==> src/rtl/vram_write_queue.sv <==
// vram_write_queue: buffers CPU framebuffer stores in a small FIFO and runs whole-screen fills.
// Ports: clk, rst (async active-low); req_valid/req_addr/req_data/req_is_word -> req_ready (store intake);
// fill_start/fill_value (fill command); vram_grant -> vram_we/vram_addr/vram_wdata (VRAM write port);
// busy, fill_done, drop_count (status).
module vram_write_queue #(
  parameter int DEPTH      = 4,
  parameter int VRAM_WORDS = 'h9600
) (
  input  logic        clk,
  input  logic        rst,
  input  logic        req_valid,
  input  logic [31:0] req_addr,
  input  logic [31:0] req_data,
  input  logic        req_is_word,
  output logic        req_ready,
  input  logic        fill_start,
  input  logic [31:0] fill_value,
  input  logic        vram_grant,
  output logic        vram_we,
  output logic [15:0] vram_addr,
  output logic [31:0] vram_wdata,
  output logic        busy,
  output logic        fill_done,
  output logic [7:0]  drop_count
);
  localparam int AW = $clog2(DEPTH);
  typedef enum logic [1:0] {IDLE, FLUSH, FILL} state_t;
  state_t state;
  logic [47:0] mem [DEPTH];
  logic [AW-1:0] wr_ptr, rd_ptr;
  logic [AW:0] count, count_next;
  logic [15:0] fill_cnt, hold_addr;
  logic [31:0] fill_val, hold_data;
  logic empty, full, accept, bad, push, pop, drop;
  logic unused_addr;
  assign unused_addr = ^{req_addr[31:25], req_addr[23:18]};
  assign empty = count == '0;
  assign full = count == (AW+1)'(DEPTH);
  assign req_ready = state == IDLE && !full;
  assign accept = req_valid && req_ready;
  assign bad = !req_is_word || req_addr[1:0] != 2'b00 || {16'b0, req_addr[17:2]} >= 32'(VRAM_WORDS);
  assign push = accept && req_addr[24] && !bad;
  assign drop = accept && req_addr[24] && bad;
  assign pop = state != FILL && !empty && vram_grant;
  assign count_next = count + (AW+1)'(push) - (AW+1)'(pop);
  assign busy = state != IDLE || !empty;
  assign vram_we = state == FILL || !empty;
  // With nothing to present, the port repeats the last value it showed.
  assign vram_addr = state == FILL ? fill_cnt : (!empty ? mem[rd_ptr][47:32] : hold_addr);
  assign vram_wdata = state == FILL ? fill_val : (!empty ? mem[rd_ptr][31:0] : hold_data);
  always_ff @(posedge clk)
    if (push) mem[wr_ptr] <= {req_addr[17:2], req_data};
  always_ff @(posedge clk or negedge rst) begin
    if (!rst) begin
      state      <= IDLE;
      wr_ptr     <= '0;
      rd_ptr     <= '0;
      count      <= '0;
      fill_cnt   <= '0;
      fill_val   <= '0;
      fill_done  <= 1'b0;
      drop_count <= '0;
      hold_addr  <= '0;
      hold_data  <= '0;
    end else begin
      hold_addr <= vram_addr;
      hold_data <= vram_wdata;
      fill_done <= 1'b0;
      count     <= count_next;
      if (push) wr_ptr <= wr_ptr + 1'b1;
      if (pop) rd_ptr <= rd_ptr + 1'b1;
      if (drop && drop_count != 8'hFF) drop_count <= drop_count + 8'd1;
      case (state)
        IDLE:
          if (fill_start) begin
            fill_val <= fill_value;
            fill_cnt <= '0;
            // Decide on post-cycle occupancy so a same-cycle push still drains first
            // and a same-cycle final pop never leaves FLUSH waiting on an empty FIFO.
            state <= count_next == '0 ? FILL : FLUSH;
          end
        FLUSH:
          if (pop && count == (AW+1)'(1)) state <= FILL;
        FILL:
          if (vram_grant) begin
            fill_cnt <= fill_cnt + 16'd1;
            if (fill_cnt == 16'(VRAM_WORDS - 1)) begin
              state     <= IDLE;
              fill_done <= 1'b1;
            end
          end
        default: state <= IDLE;
      endcase
    end
  end
endmodule

==> config.mk <==
export PLATFORM = sky130hd
export DESIGN_NAME = vram_write_queue
export DESIGN_NICKNAME = d
export VERILOG_FILES = /design/src/rtl/vram_write_queue.sv
export SDC_FILE = /design/constraint.sdc
export NUM_CORES = 1
export LEC_CHECK = 0
export CORE_UTILIZATION = 59
export CTS_CLUSTER_SIZE = 10
export DETAILED_ROUTE_END_ITERATION = 8
export MAX_ROUTING_LAYER = met4
export PLACE_DENSITY_LB_ADDON = 0.15
export SLEW_MARGIN = 20
export SYNTH_ARGS = -nofsm -noshare
export SYNTH_HDL_FRONTEND = slang
export SYNTH_SLANG_ARGS = --single-unit
==> constraint.sdc <==
create_clock -name clk -period 5.04 [get_ports clk]
set_input_delay 1.008 -clock clk [delete_from_list [all_inputs] [get_ports clk]]
set_output_delay 1.008 -clock clk [all_outputs]
set_load 0.02 [all_outputs]
# After elaboration in Yosys (flattened, before gate mapping)
# Memories as Yosys holds them, arrays and structs flattened.
# Index checks and enable logic that the tools add are counted.
[classes]
addsub = 6
order_cmp = 1
n_eq_ne = 11
n_mux = 18
reduce_logical = 26
[op_table]
columns = ["operator", "count"]
rows = [
  ["16-bit 2-to-1 mux", 4],
  ["32-bit 2-to-1 mux", 2],
  ["16-bit one-hot mux with 2 select lines", 1],
  ["16-bit by 1-bit adder with 16-bit output, second input constant", 1],
  ["16-bit == test, second input constant", 1],
  ["16-bit greater-or-equal comparator, second input constant", 1],
  ["2-bit 2-to-1 mux", 5],
  ["1-bit logical AND", 9],
  ["8-bit by 1-bit adder with 8-bit output, second input constant", 1],
  ["2-bit != test, second input constant", 4],
  ["8-bit != test, second input constant", 1],
  ["3-bit zero test", 2],
  ["2-bit one-hot mux with 3 select lines", 1],
  ["2-bit nonzero test", 3],
  ["1-bit 2-to-1 mux", 5],
  ["2-bit by 1-bit adder with 2-bit output, second input constant", 2],
  ["1-bit zero test", 4],
  ["1-bit logical OR", 4],
  ["4-bit AND reduction", 1],
  ["3-bit by 1-bit adder with 3-bit output", 1],
  ["3-bit by 1-bit == test with 1-bit output, second input constant", 1],
  ["3-bit == test, second input constant", 1],
  ["3-bit AND reduction", 1],
  ["3-bit by 1-bit subtractor with 3-bit output", 1],
  ["other kinds (5)", 5],
]
[totals]
reg_bits = 114
ram_bits = 192
in_bits = 102
elab_cells = 73
n_memories = 1
[mem_list]
columns = ["memory", "depth", "width", "read_ports", "rd_ports_with_merged_regs", "wr", "line", "rtl"]
rows = [
  ["mem", 4, 48, 1, 0, 1, "29", "logic [47:0] mem [DEPTH];"],
]

# Logic depth before layout (Yosys ltp)
[logic_depth]
ltp_word = 12
mapped_depth = 12
depth_no_buf = 12

# Worst setup path before layout
# Ideal clock, no wire load.
[synth_timing]
kind = "input -> register"
startpoint = "input req_addr[16]"
endpoint = "register state[0]"
setup_ns = 0.122
arrival_ns = 3.339
required_ns = 4.918
setup_slack_ns = 1.579
path_stages = 12
path_buffers = 0
path_cell_list = "o21ai_0 o2111ai_2 and2b_2 inv_1 ha_1 inv_1 ha_1 fa_1 xnor2_1 xnor2_1 o31a_1 a32o_1"
[synth_between]
elab_chain_cells = 10
[synth_lines]
columns = ["item", "line", "rtl"]
rows = [
  ["start: declaration", "12", "input logic [31:0] req_addr,"],
  ["16-bit greater-or-equal comparator", "41", "assign bad = !req_is_word || req_addr[1:0] != 2'b00 || {16'b0, req_addr[17:2]} >= 32'(VRAM_WORDS);"],
  ["1-bit logical OR", "41", ""],
  ["1-bit zero test", "42", "assign push = accept && req_addr[24] && !bad;"],
  ["1-bit logical AND", "42", ""],
  ["3-bit by 1-bit adder with 3-bit output", "45", "assign count_next = count + (AW+1)'(push) - (AW+1)'(pop);"],
  ["3-bit by 1-bit subtractor with 3-bit output", "45", ""],
  ["net count_next[2]", "31", "logic [AW:0] count, count_next;"],
  ["3-bit zero test", "80", "state <= count_next == '0 ? FILL : FLUSH;"],
  ["2-bit 2-to-1 mux", "80", ""],
  ["2-bit 2-to-1 mux", "75", "if (fill_start) begin"],
  ["2-bit one-hot mux with 3 select lines", "73", "case (state)"],
  ["end signal: assignment", "80", ""],
  ["end: declaration", "28", "state_t state;"],
]
# The timed path passes the listed nets, and every way through them passes these cells. The select of a mux whose other input is x is not followed.
# A chain may end at the register's enable or synchronous reset.

# Final worst setup path
[layout_timing]
startpoint = "register state[1]"
endpoint = "output vram_wdata[30]"
[layout_between]
elab_chain_cells = 2
[layout_lines]
columns = ["item", "line", "rtl"]
rows = [
  ["2-bit == test", "50", "assign vram_wdata = state == FILL ? fill_val : (!empty ? mem[rd_ptr][31:0] : hold_data);"],
  ["32-bit 2-to-1 mux", "50", ""],
  ["end: declaration", "21", "output logic [31:0] vram_wdata,"],
]
# Every way passes these cells.

==> flow_summary.yaml <==
min_path:
  hold_class: "input pin to asynchronous set/reset pin"
timing:
  hold_violations: 0
  grt_setup_unrepaired: "no"
  slew_viol_final: 0
  worstMarginPinSlew_ns: 1.08
  skew_ns: 0.0205
  min_period_ns: 4.29
  slew_headroom_pct: 28.0
  min_period_over_period_pct: 85.1
  setup_viol: 0
  max_freq_mhz: 233
  fin_setup_tns_ns: 0
cts:
  postCtsSetupBuffers: 0
  cts_tree: "yes"
  cts_resized: 0
  clkLatencyLatePin_ns: 0.51
  cts-root-buf: "clkbuf_16"
  cts_sinks: 306
  htreeDepth: 2
  path_clk_slew_ns: 0.05
  hold_buffers: 0
  cts_buffer_depth: 3
  cts-buffers-inserted: 36
pwr:
  swShare_pct: 21.2
  powerDensity_nw_per_um2: 366
  power_w: 0.00552
  p_sw_w: 0.00117
  seqPwrFrac_pct: 50.9
  power_frac_comb_pct: 6.4
  peakVddDrop_uv: 291
  p_int_w: 0.00435
  p_leak_nw: 5.69
  clock_power_share_pct: 42.7
global_routing:
  grt_remaining_overflow: 0
  grt_pass1_vias: 7695
  grt_util_all_layers_pct: 26.2
  grt_max_degree: 52
  antenna_found_initial: 1
  grt_pass1_wl_um: 41100
place:
  hpwlAfterDp_um: 15700
  gp_congestion: 0.830
  dpl_cell_area_um2: 14000
  portBuffers: 148
finish:
  finish.instance_area_um2: 15100
  nNetsFinal: 1034
  seqCellArea_um2: 8620
  syn_to_final_growth_pct: 23.6
  nFillCells: 1251
  multi_input_area_um2: 3370
  drive_gt1_share_pct: 16.7
critical_path:
  critPathBufInv: 3
  path_max_fanout: 30
  crit_path_top_delay_cell: "nor2_4"
  cp-end-kind: "primary output"
  cp_common_cell: "a21oi_1"
  worstPathArrival_ns: 3.28
  cp-start-kind: "register"
  critPathKind: "register to primary output"
  cp_slowest_stage_delay_ns: 0.70
  crit_chain: "inv_1 > nor2_4 > buf_12 > a21oi_1 > a21oi_1 > clkdlybuf4s50_1"
  worstPathRequired_ns: 4.03
  critPathTopFamily: "buffers and inverters"
synth:
  ys.flop_type: "edfxtp_1"
  async_reset_ff_share_pct: 37.3
  synthCells: 764
  netlist_top_cells_area: "edfxtp_1, dfrtp_1, mux4_2, a21oi_1, mux2_2"
  synth-seq-cells: 306
  yosys_warnings: 0
  syn_nets: 875
  ys_seq_area_share_pct: 70.7
  ys_types: 54
  syn_area_um2: 12200
  yosysTopAreaCell: "edfxtp_1"
  yosysTopAreaCellShare_pct: 47.3
  syn_avg_cell_area_um2: 15.9
  synth_edf_count: 192
die:
  coreArea_um2: 20200
  dieArea_um2: 21200
  num_io_pins: 162
  die_w_um: 146
  initial_core_util_pct: 60.2
  num_rows: 52
  fp.dieH_um: 146
drt:
  viasPerCell: 5.79
  route.vias.total: 7077
  drt_iter0_markers: 433
  wirelength_um: 25800
  drc: 0
  drt-wirelength-per-cell_um: 21.1
  dr.pass1.iters: 5
  ant_nets: 0
status:
  status: "finished clean"
job:
  cap_violations: 0
==> flip-flops by register name (all words and copies together) (netlist names) <==
name        count
mem           192
fill_val       32
hold_data      32
fill_cnt       16
hold_addr      16
drop_count      8
count           3
rd_ptr          2
state           2
wr_ptr          2
fill_done       1
==> Yosys cell counts, types with 7 or more instances <==
library cell and instances:
xnor2_1 18, buf_2 18, buf_1 7, ha_1 8
inv_1 11, nor2_1 62, nand4_1 10, mux2_2 32
a21oi_1 98, edfxtp_1 192, mux4_2 48, nand3_1 7
and2_1 8, clkbuf_1 13, dfrtp_1 114, nand2_1 56
==> layer usage <==
layer  share of wire, %  global-route usage, %
met4                2.6                   9.95
met1                 41                   33.4
met2                 51                   42.7
met3                5.1                   4.17
met5                  0                      -
==> power by group through the flow <==
| stage | Sequential [W] | Combinational, W | Clock, W |
|---|---|---|---|
| 6_report | 0.00281 | 0.000355 | 0.00235 |
| 5_1_grt | 0.00281 | 0.000381 | 0.00250 |
| 4_1_cts | 0.00281 | 0.000358 | 0.00239 |
| 3_5_place_dp | 0.00286 | 0.000354 | 0 |
| 3_3_place_gp | 0.00285 | 0.000339 | 0 |
| 2_1_floorplan | 0.00284 | 0.000155 | 0 |
==> logic make-up after synthesis <==
family	synth area share (%)
xor gates and xnor gates	1.51
and+or+nand+nor	7.69
buffers and inverters	1.88
DFF	70.7
adders and majority gates	0.986
muxes	12.4
AOI/OAI and AO/OA	4.84
==> stage by stage <==
| stage | instances | hold WS, ns | util [%] | setup WS, ns |
|---|---|---|---|---|
| floorplan | 764 | 0.481 | - | 1.58 |
| finish | 1222 | 0.422 | 74.4 | 0.753 |
| global route | 1222 | 0.435 | 74.4 | 0.607 |
| CTS | 1221 | 0.425 | 74.4 | 0.785 |
| global placement | 1155 | 0.481 | 69.1 | 0.726 |
| detailed placement | 1155 | 0.492 | 69.1 | 0.587 |
==> area by class of cell <==
class	instances	share of cell area, %
diodes	1	0.0166
clock buffers	65	7.05
flip-flops and latches	306	57.2
repair buffers	162	10.7
clock inverters	1	0.108
multi-input cells	406	22.4
inverters	11	0.274
well taps	270	2.24
==> cells in the final DEF (no fill, tap or decap), types with 4 or more instances in the layout <==
cell             instances
clkbuf_1                26
nor2_1                  62
a21oi_1                 98
inv_1                   11
nand4_1                 10
ha_1                     8
edfxtp_1               192
mux2_2                  32
nand3_1                  7
clkdlybuf4s50_1        147
buf_4                   13
and2_1                   4
xnor2_1                 18
and4_1                   4
and3_1                   5
dfrtp_1                112
mux4_2                  48
clkbuf_16               38
mux2_1                   5
and2_2                   4
nand2_1                 56
==> final timing paths <==
check                                    from             end  slack, ns  cells past startpoint
worst max-delay path                 state[1]  vram_wdata[30]       0.75                      6
worst min-delay path                      rst    hold_addr[5]       0.42                      1
worst max register to register       count[1]        state[1]       1.40                     10
worst min register to register  drop_count[6]   drop_count[6]       0.50                      1
max in group asynchronous                 rst       rd_ptr[0]       3.65                      2
min in group clk                drop_count[6]   drop_count[6]       0.50                      1
==> worst reg2reg max path, cell delays in order, from the launching register on <==
cell and delay (ns):
dfrtp_1 0.43, or3_2 0.97, and3_1 0.42, ha_1 0.28, inv_1 0.04, ha_1 0.18
fa_1 0.39, xnor2_1 0.15, xnor2_1 0.15, o31a_1 0.26, o31ai_1 0.26
No activity file was read; power rests on OpenSTA's default activity.
